**config.mk**
```make
export PLATFORM = sky130hd
export DESIGN_NAME = mult
export DESIGN_NICKNAME = d
export VERILOG_FILES = /design/src/rtl/mult_div_pkg.sv /design/src/rtl/mult_booth_step.sv /design/src/rtl/mult.sv
export SDC_FILE = /design/constraint.sdc
export NUM_CORES = 1
export LEC_CHECK = 0
export ABC_AREA = 1
export ABC_CLOCK_PERIOD_IN_PS = 3300
export CORE_AREA = 2 2 168 170
export DETAILED_ROUTE_END_ITERATION = 8
export DIE_AREA = 0 0 170 172
export GPL_ROUTABILITY_DRIVEN = 1
export HOLD_SLACK_MARGIN = 0.06
export PLACE_DENSITY = 0.68
export SLEW_MARGIN = 10
export SYNTH_ARGS = -nofsm -noshare
export SYNTH_HDL_FRONTEND = slang
export SYNTH_SLANG_ARGS = --single-unit
```
**constraint.sdc**
```tcl
create_clock -name clock -period 3.3 [get_ports clock]
set_input_delay 0.66 -clock clock [delete_from_list [all_inputs] [get_ports clock]]
set_output_delay 0.66 -clock clock [all_outputs]
set_load 0.01 [all_outputs]
```
**src/rtl/mult_div_pkg.sv**
```systemverilog
// Shared encodings and sizes for the sequential multiplier/divider pair.
package mult_div_pkg;
    localparam int WORD = 32;
    localparam int ITER = 32;

    typedef enum logic [1:0] {
        IDLE = 2'd0,
        LOAD = 2'd1,
        RUN  = 2'd2,
        DONE = 2'd3
    } state_t;
endpackage

```
**src/rtl/mult_booth_step.sv**
```systemverilog
// One radix-2 Booth iteration: add/sub the multiplicand, then arithmetic-shift {acc,q,q_1}.
module booth_step #(
    parameter int W = 32
) (
    input  logic [W:0]   acc,
    input  logic [W-1:0] q,
    input  logic         q_1,
    input  logic [W:0]   mcand,
    output logic [W:0]   acc_n,
    output logic [W-1:0] q_n,
    output logic         q_1_n
);
    logic [W:0] sum;

    always_comb begin
        sum = acc;
        case ({q[0], q_1})
            2'b01:   sum = acc + mcand;
            2'b10:   sum = acc - mcand;
            default: sum = acc;
        endcase
    end

    // Sign bit of the accumulator is replicated on the way in; old q_1 falls off the end.
    assign {acc_n, q_n, q_1_n} = {sum[W], sum, q};
endmodule

```
**src/rtl/mult.sv**
```systemverilog
// Sequential signed Booth multiplier: one step per clock, result published in DONE.
module mult
    import mult_div_pkg::*;
#(
    parameter int WIDTH = WORD
) (
    input  logic             clock,
    input  logic             reset,
    input  logic             MultStart,
    input  logic [WIDTH-1:0] A,
    input  logic [WIDTH-1:0] B,
    output logic [WIDTH-1:0] hi,
    output logic [WIDTH-1:0] lo,
    output logic             busy,
    output logic             MultDone
);
    localparam int STEPS = (WIDTH == WORD) ? ITER : WIDTH;
    localparam int CW    = $clog2(STEPS);

    state_t           state;
    logic [WIDTH:0]   acc, mcand, acc_n;
    logic [WIDTH-1:0] q, q_n;
    logic             q_1, q_1_n;
    logic [CW-1:0]    cnt;

    booth_step #(.W(WIDTH)) u_step (
        .acc   (acc),
        .q     (q),
        .q_1   (q_1),
        .mcand (mcand),
        .acc_n (acc_n),
        .q_n   (q_n),
        .q_1_n (q_1_n)
    );

    assign busy = (state == LOAD) || (state == RUN);

    always_ff @(posedge clock or negedge reset) begin
        if (!reset) begin
            state    <= IDLE;
            acc      <= '0;
            mcand    <= '0;
            q        <= '0;
            q_1      <= 1'b0;
            cnt      <= '0;
            hi       <= '0;
            lo       <= '0;
            MultDone <= 1'b0;
        end else begin
            MultDone <= 1'b0;
            case (state)
                IDLE: if (MultStart) begin
                    // Operands are captured here so later changes on A/B cannot leak in.
                    acc   <= '0;
                    q     <= B;
                    q_1   <= 1'b0;
                    mcand <= {A[WIDTH-1], A};
                    cnt   <= '0;
                    state <= LOAD;
                end
                LOAD: state <= RUN;
                RUN: begin
                    acc <= acc_n;
                    q   <= q_n;
                    q_1 <= q_1_n;
                    if (cnt == CW'(STEPS - 1)) begin
                        cnt   <= '0;
                        state <= DONE;
                    end else begin
                        cnt <= cnt + CW'(1);
                    end
                end
                DONE: begin
                    hi       <= acc[WIDTH-1:0];
                    lo       <= q;
                    MultDone <= 1'b1;
                    state    <= IDLE;
                end
                default: state <= IDLE;
            endcase
        end
    end
endmodule

```
# Word-level counts from Yosys, hierarchy flattened
# Cells that the tools add are included.
# classes
addsub	3
n_eq_ne	8
n_mux	14
reduce_logical	6
# op_table
cell	n
case mux 33 bit (2 select lines)	2
case mux 32 bit (2 select lines)	1
adder 33 bit	1
2-to-1 mux 33 bit	1
subtractor 33 bit	1
2-to-1 mux 32 bit	1
2-to-1 mux 5 bit	2
case mux 5 bit (2 select lines)	1
case mux 2 bit (4 select lines)	1
equality test 2 bit (second input constant)	3
AND reduction 2 bit	3
adder 5 x 1 -> 5 bit (second input constant)	1
equality test 5 bit (second input constant)	1
equality test 2 x 1 -> 1 bit (second input constant)	2
2-to-1 mux 2 bit	2
zero test 2 bit	1
2-to-1 mux 1 bit	2
inequality test 2 x 1 -> 1 bit (second input constant)	1
inequality test 2 bit (second input constant)	1
case mux 1 bit (2 select lines)	1
nonzero test 2 bit	1
logical OR 1 bit	1
# word_totals
ff_bits	170
in_bits	67
output_inout_bits	66
wordCells	40

# Logic depth before layout (Yosys ltp)
# logic_depth
word_depth	3
ltp_mapped	23

# Modules after synthesis
# Synthesis repeated with hierarchy kept, for this count alone.
# hier_totals
cells_unflattened	1479
hier_area_um2	11089.4
# by_module_without_submodules
mod	instances	cells_each	area_per_inst_um2	seq_area_each_um2
mult	1	617	6900.4	4254.1
booth_step	1	862	4189.0	0.0

# Worst setup path after synthesis
# No wires, ideal clock.
# synth_timing
kind	register to register
startpoint	reg q[0]
endpoint	reg acc[21]
arrival_ns	2.544
t_required_ns	3.184
slack_ns	0.640
stages_incl_launch_ff	19
path_buffers	2
path_cell_list	dfrtp_1 -> ha_1 -> buf_2 -> inv_1 -> buf_2 -> nand2_1 -> xor2_1 -> inv_1 -> ha_1 -> nand2_1 -> nor2_1 -> and3_1 -> nand2_1 -> nand2_1 -> nand2_1 -> nand3_1 -> nand3_1 -> nand2_1 -> nand2_1
# synth_between
elab_chain_len	3
elab_cells_between_ends	4
classes_between	eq/ne (2); mux (2)
# synth_lines
element	line_no	rtl
start: declaration	mult.sv:22	logic [WIDTH-1:0] q, q_n;
start signal: assignment	mult.sv:64	q <= q_n;
equality test 2 bit or equality test 2 x 1 -> 1 bit (tied branches)	mult_booth_step.sv:17	case ({q[0], q_1})
case mux 33 bit (2 select lines) (*)	mult_booth_step.sv:17	
case mux 33 bit (2 select lines) (*)	mult.sv:51	case (state)
end signal: assignment	mult.sv:63	acc <= acc_n;
end: declaration	mult.sv:21	logic [WIDTH:0] acc, mcand, acc_n;
# Mark *: on every way between the ends. The rest lies on a longest branch, timed or not.
# A chain may end at the register's enable or synchronous reset.

# Worst setup path in the final report
# layout_timing
startpoint	reg mcand[4]
endpoint	reg acc[31]
# layout_between
elab_chain_len	3
elab_cells_between_ends	4
classes_between	add/sub (2); mux (2)
# layout_lines
element	line_no	rtl
start: declaration	mult.sv:21	
start signal: assignment	mult.sv:57	mcand <= {A[WIDTH-1], A};
subtractor 33 bit or adder 33 bit (tied branches)	mult_booth_step.sv:19, mult_booth_step.sv:18	
case mux 33 bit (2 select lines) (*)	mult_booth_step.sv:17	
case mux 33 bit (2 select lines) (*)	mult.sv:51	
# Marks and branches as above.

==> flow_summary.rst <==
.. list-table::
   :header-rows: 1

   * - Metric
     - Value
   * - Via count of the first global-routing pass
     - 8659
   * - Highest signal layer in the routed design
     - met4
   * - Top cells by instance count after synthesis
     - nand2_1 (393), inv_1 (190), dfrtp_1 (169)
   * - Yosys warnings
     - 0
   * - Avg Vias per Cell
     - 4.96
   * - Wire length of the first global-routing pass
     - 46.1 mm
   * - Sink count of the clock tree
     - 169
   * - Sequential share of the synthesized area
     - 0.412
   * - Post-Synth Simple-Gate Area
     - 0.251
   * - Clock-pin slew of the registers on the worst-case setup and hold paths
     - 0.08 ns
   * - DRC violation count after routing
     - 0
   * - Y dimension of the die
     - 172 um
   * - Required time of the worst setup path
     - 3.64 ns
   * - Dominant combinational cell family by area after synthesis
     - simple AND/OR/NAND/NOR gates
   * - Die width
     - 170 um
   * - Routed len/inst
     - 15.6 um
   * - Top cells by area, synth
     - dfrtp_1 (41%), nand2_1 (14%), inv_1 (6.9%), mux2_2 (6.5%), nor2_1 (5.9%)
   * - Routed wl met2
     - 12.9 mm
   * - Cell type contributing the most total cell area after synthesis
     - dfrtp_1
   * - IO buf count
     - 132
   * - Nature of the critical path startpoint
     - flop
   * - Post-route minimum period
     - 3.18 ns
   * - Synthesized-area fraction occupied by xor and xnor cells
     - 0.0341
   * - Most instantiated library cell after synthesis
     - nand2_1
   * - Synthesized instance count
     - 1366
   * - Net count reported at finish
     - 1599
   * - Synthesis-stage register bit count
     - 169
   * - Synthesized-area fraction occupied by adder cells
     - 0.0495
   * - Worst endpoint data arrival time
     - 3.52 ns
   * - Met3 wire len
     - 1.46 mm
   * - Cell area reported after detailed placement
     - 12000 um^2
   * - Average footprint of a synthesized cell
     - 7.51 um^2
   * - Number of nets with antenna violations after routing
     - 0
   * - Full die area
     - 29200 um^2
   * - Top Ports
     - 133
   * - Largest net degree at the start of global routing
     - 66
   * - Setup Fix Bufs, Post-CTS
     - 0
   * - Hold Vio Cnt, Final
     - 0
   * - Post-Synthesis Cell Area
     - 10300 um^2
   * - Number of buffers between clock root and the deepest sink
     - 2
   * - Final Cycle Share
     - 0.965
   * - Finished layout cell area
     - 12800 um^2
   * - Max Fclk
     - 0.314 GHz
   * - Unrepaired setup endpoints after global routing
     - true
   * - Layout-stage area growth over the synthesis result
     - 24.6%
   * - Multiplexer area fraction after synthesis
     - 0.0647
   * - Slack of the worst reg-to-reg path
     - 0.12 ns
   * - Number of slew-limit violations in the final report
     - 0
   * - Share of the synthesized area in the top cell type
     - 0.412
   * - Worst Tran Pin Value
     - 0.636 ns
   * - Initial cell density of the core
     - 0.374
   * - Post-Place Setup Slack
     - 0.106 ns
   * - Number of antenna violations at the first check in global routing
     - 0
   * - Routability congestion estimate
     - 0.961
   * - Global routing usage summed across all routing layers
     - 0.202
   * - Fraction of layout instances using a drive strength above 1
     - 0.109
   * - DRT met1 WL
     - 13.9 mm
   * - Number of detailed-route iterations in the first pass
     - 5
   * - Detailed-route wire length
     - 28.8 mm
   * - Worst hold margin
     - 0.165 ns
   * - Top flip-flop cell by instance count after synthesis
     - dfrtp_1
   * - Number of core rows
     - 61
   * - Num CTS Buffers
     - 17
   * - Sum of negative setup slack
     - 0 ns
   * - Clock root buffer
     - clkbuf_16
   * - Post-synth net total
     - 1473
   * - Global route total overflow
     - 0
   * - Max Cap Violations
     - 0
   * - Worst hold-check path type
     - in -> async
   * - Fin worst setup slack
     - 0.115 ns
   * - Vias after detailed routing
     - 9180
   * - Post-synthesis cell type count
     - 46
   * - Nature of the critical path endpoint
     - flop
   * - TritonCTS clock tree
     - yes
   * - CTS H-tree depth
     - 4
   * - Standard cell core area
     - 27500 um^2
   * - Number of design-rule violations left by the first detailed-router iteration
     - 655
   * - Result of the run
     - completed
   * - Relative max-transition margin
     - 0.576
   * - HPWL reported at the end of detailed placement
     - 21.7 mm
   * - Final antenna diode count
     - 0
   * - Setup CP Type
     - reg -> reg
   * - Share of the synthesized area in compound gates (AO/OA/AOI/OAI)
     - 0.0984
   * - Fin Clk Skew
     - 0.0145 ns
   * - Maximum fanout along the worst path
     - 5
   * - Endpoints failing setup
     - 0
   * - Number of flops mapped to enable cells by yosys
     - 0
   * - Ys async rst share
     - 1.00
   * - Worst skew pair latency
     - 0.45 ns
placed cells by master (no fill, tap or decap), types with 4 or more instances in the layout:
cell type | synthesis | final
o21ai_0 | 32 | 32
nand2_1 | 393 | 387
clkdlybuf4s50_1 | 0 | 131
inv_2 | 6 | 7
a21oi_2 | 0 | 5
nand2_2 | 2 | 7
dfrtp_1 | 169 | 167
nor4_1 | 5 | 4
clkinv_8 | 0 | 6
mux2_2 | 59 | 59
clkbuf_16 | 0 | 17
nand4_1 | 4 | 4
a21oi_1 | 85 | 80
nor2_2 | 3 | 7
xor2_1 | 31 | 29
nand3_1 | 45 | 44
a31oi_1 | 32 | 32
o211ai_1 | 5 | 5
xnor2_1 | 9 | 8
nor2_1 | 161 | 156
nor3_1 | 10 | 9
inv_1 | 190 | 189
o21ai_1 | 9 | 9
ha_1 | 39 | 35
buf_4 | 0 | 16
state kept, by name (all words and copies together), names as in the netlist:
| name | flops |
|---|---|
| MultDone | 1 |
| lo | 32 |
| mcand | 32 |
| hi | 32 |
| state | 2 |
| q_1 | 1 |
| cnt | 5 |
| q | 32 |
| acc | 32 |
timing repair:
| action | CTS | global route |
|---|---|---|
| resized for setup | 0 | 32 |
| hold buffers | 0 | 0 |
| endpoints found under the setup margin | 0 | 12 |
final timing paths:
check | start | endpoint | cells after the start
max | mcand[4] | acc[31] | 20
min reg2reg | lo[11] | lo[11] | 1
max in group asynchronous | reset | acc[29] | 2
min | reset | mcand[18] | 1
max reg2reg | mcand[4] | acc[31] | 20
min in group clock | lo[11] | lo[11] | 1
worst max-delay path, cell delays in order (launching register included):
cell and delay (ns):
dfrtp_1 0.43, inv_2 0.10, nand2_1 0.12, nor2_2 0.15, nand2_2 0.09, nor2_4 0.16, a31oi_1 0.16, xor2_1 0.40
ha_1 0.39, nand2_1 0.13, inv_1 0.06, nand2_1 0.11, inv_1 0.07, nand2_1 0.10, inv_1 0.05, a21oi_1 0.20
nand2_1 0.12, inv_1 0.07, nand3_1 0.06, nand3_1 0.07, nand2_1 0.05
final cells by class:
cell class,count,area [um^2]
Fill cell,2731,14700
Tap cell,346,433
Multi-Input combinational cell,956,5250
Inverter,197,739
Sequential cell,169,4230
Timing Repair Buffer,151,1500
Clock buffer,17,425
Clock inverter,15,204
routing by layer:
layer,vias to the layer above,global-route usage
met1,4334,0.290
met5,-,0
met2,230,0.316
li1,4585,-
met4,0,0.0613
met3,31,0.0311
cells by family after synthesis:
kind of cell | count (synthesis)
flops | 169
mux | 59
buf+inv | 241
fa+ha+maj | 40
xor+xnor | 40
compound gates | 179
simple gates | 638
through the flow:
step,std cells,util
finish,1851,0.465
global route,1851,0.465
detailed placement,1819,0.438
floorplan,1366,-
global placement,1819,0.438
CTS,1851,0.461
Power is left out: the tool's default activity adds up to more than one toggle a clock period on the data nets, which glitch-free logic cannot reach.
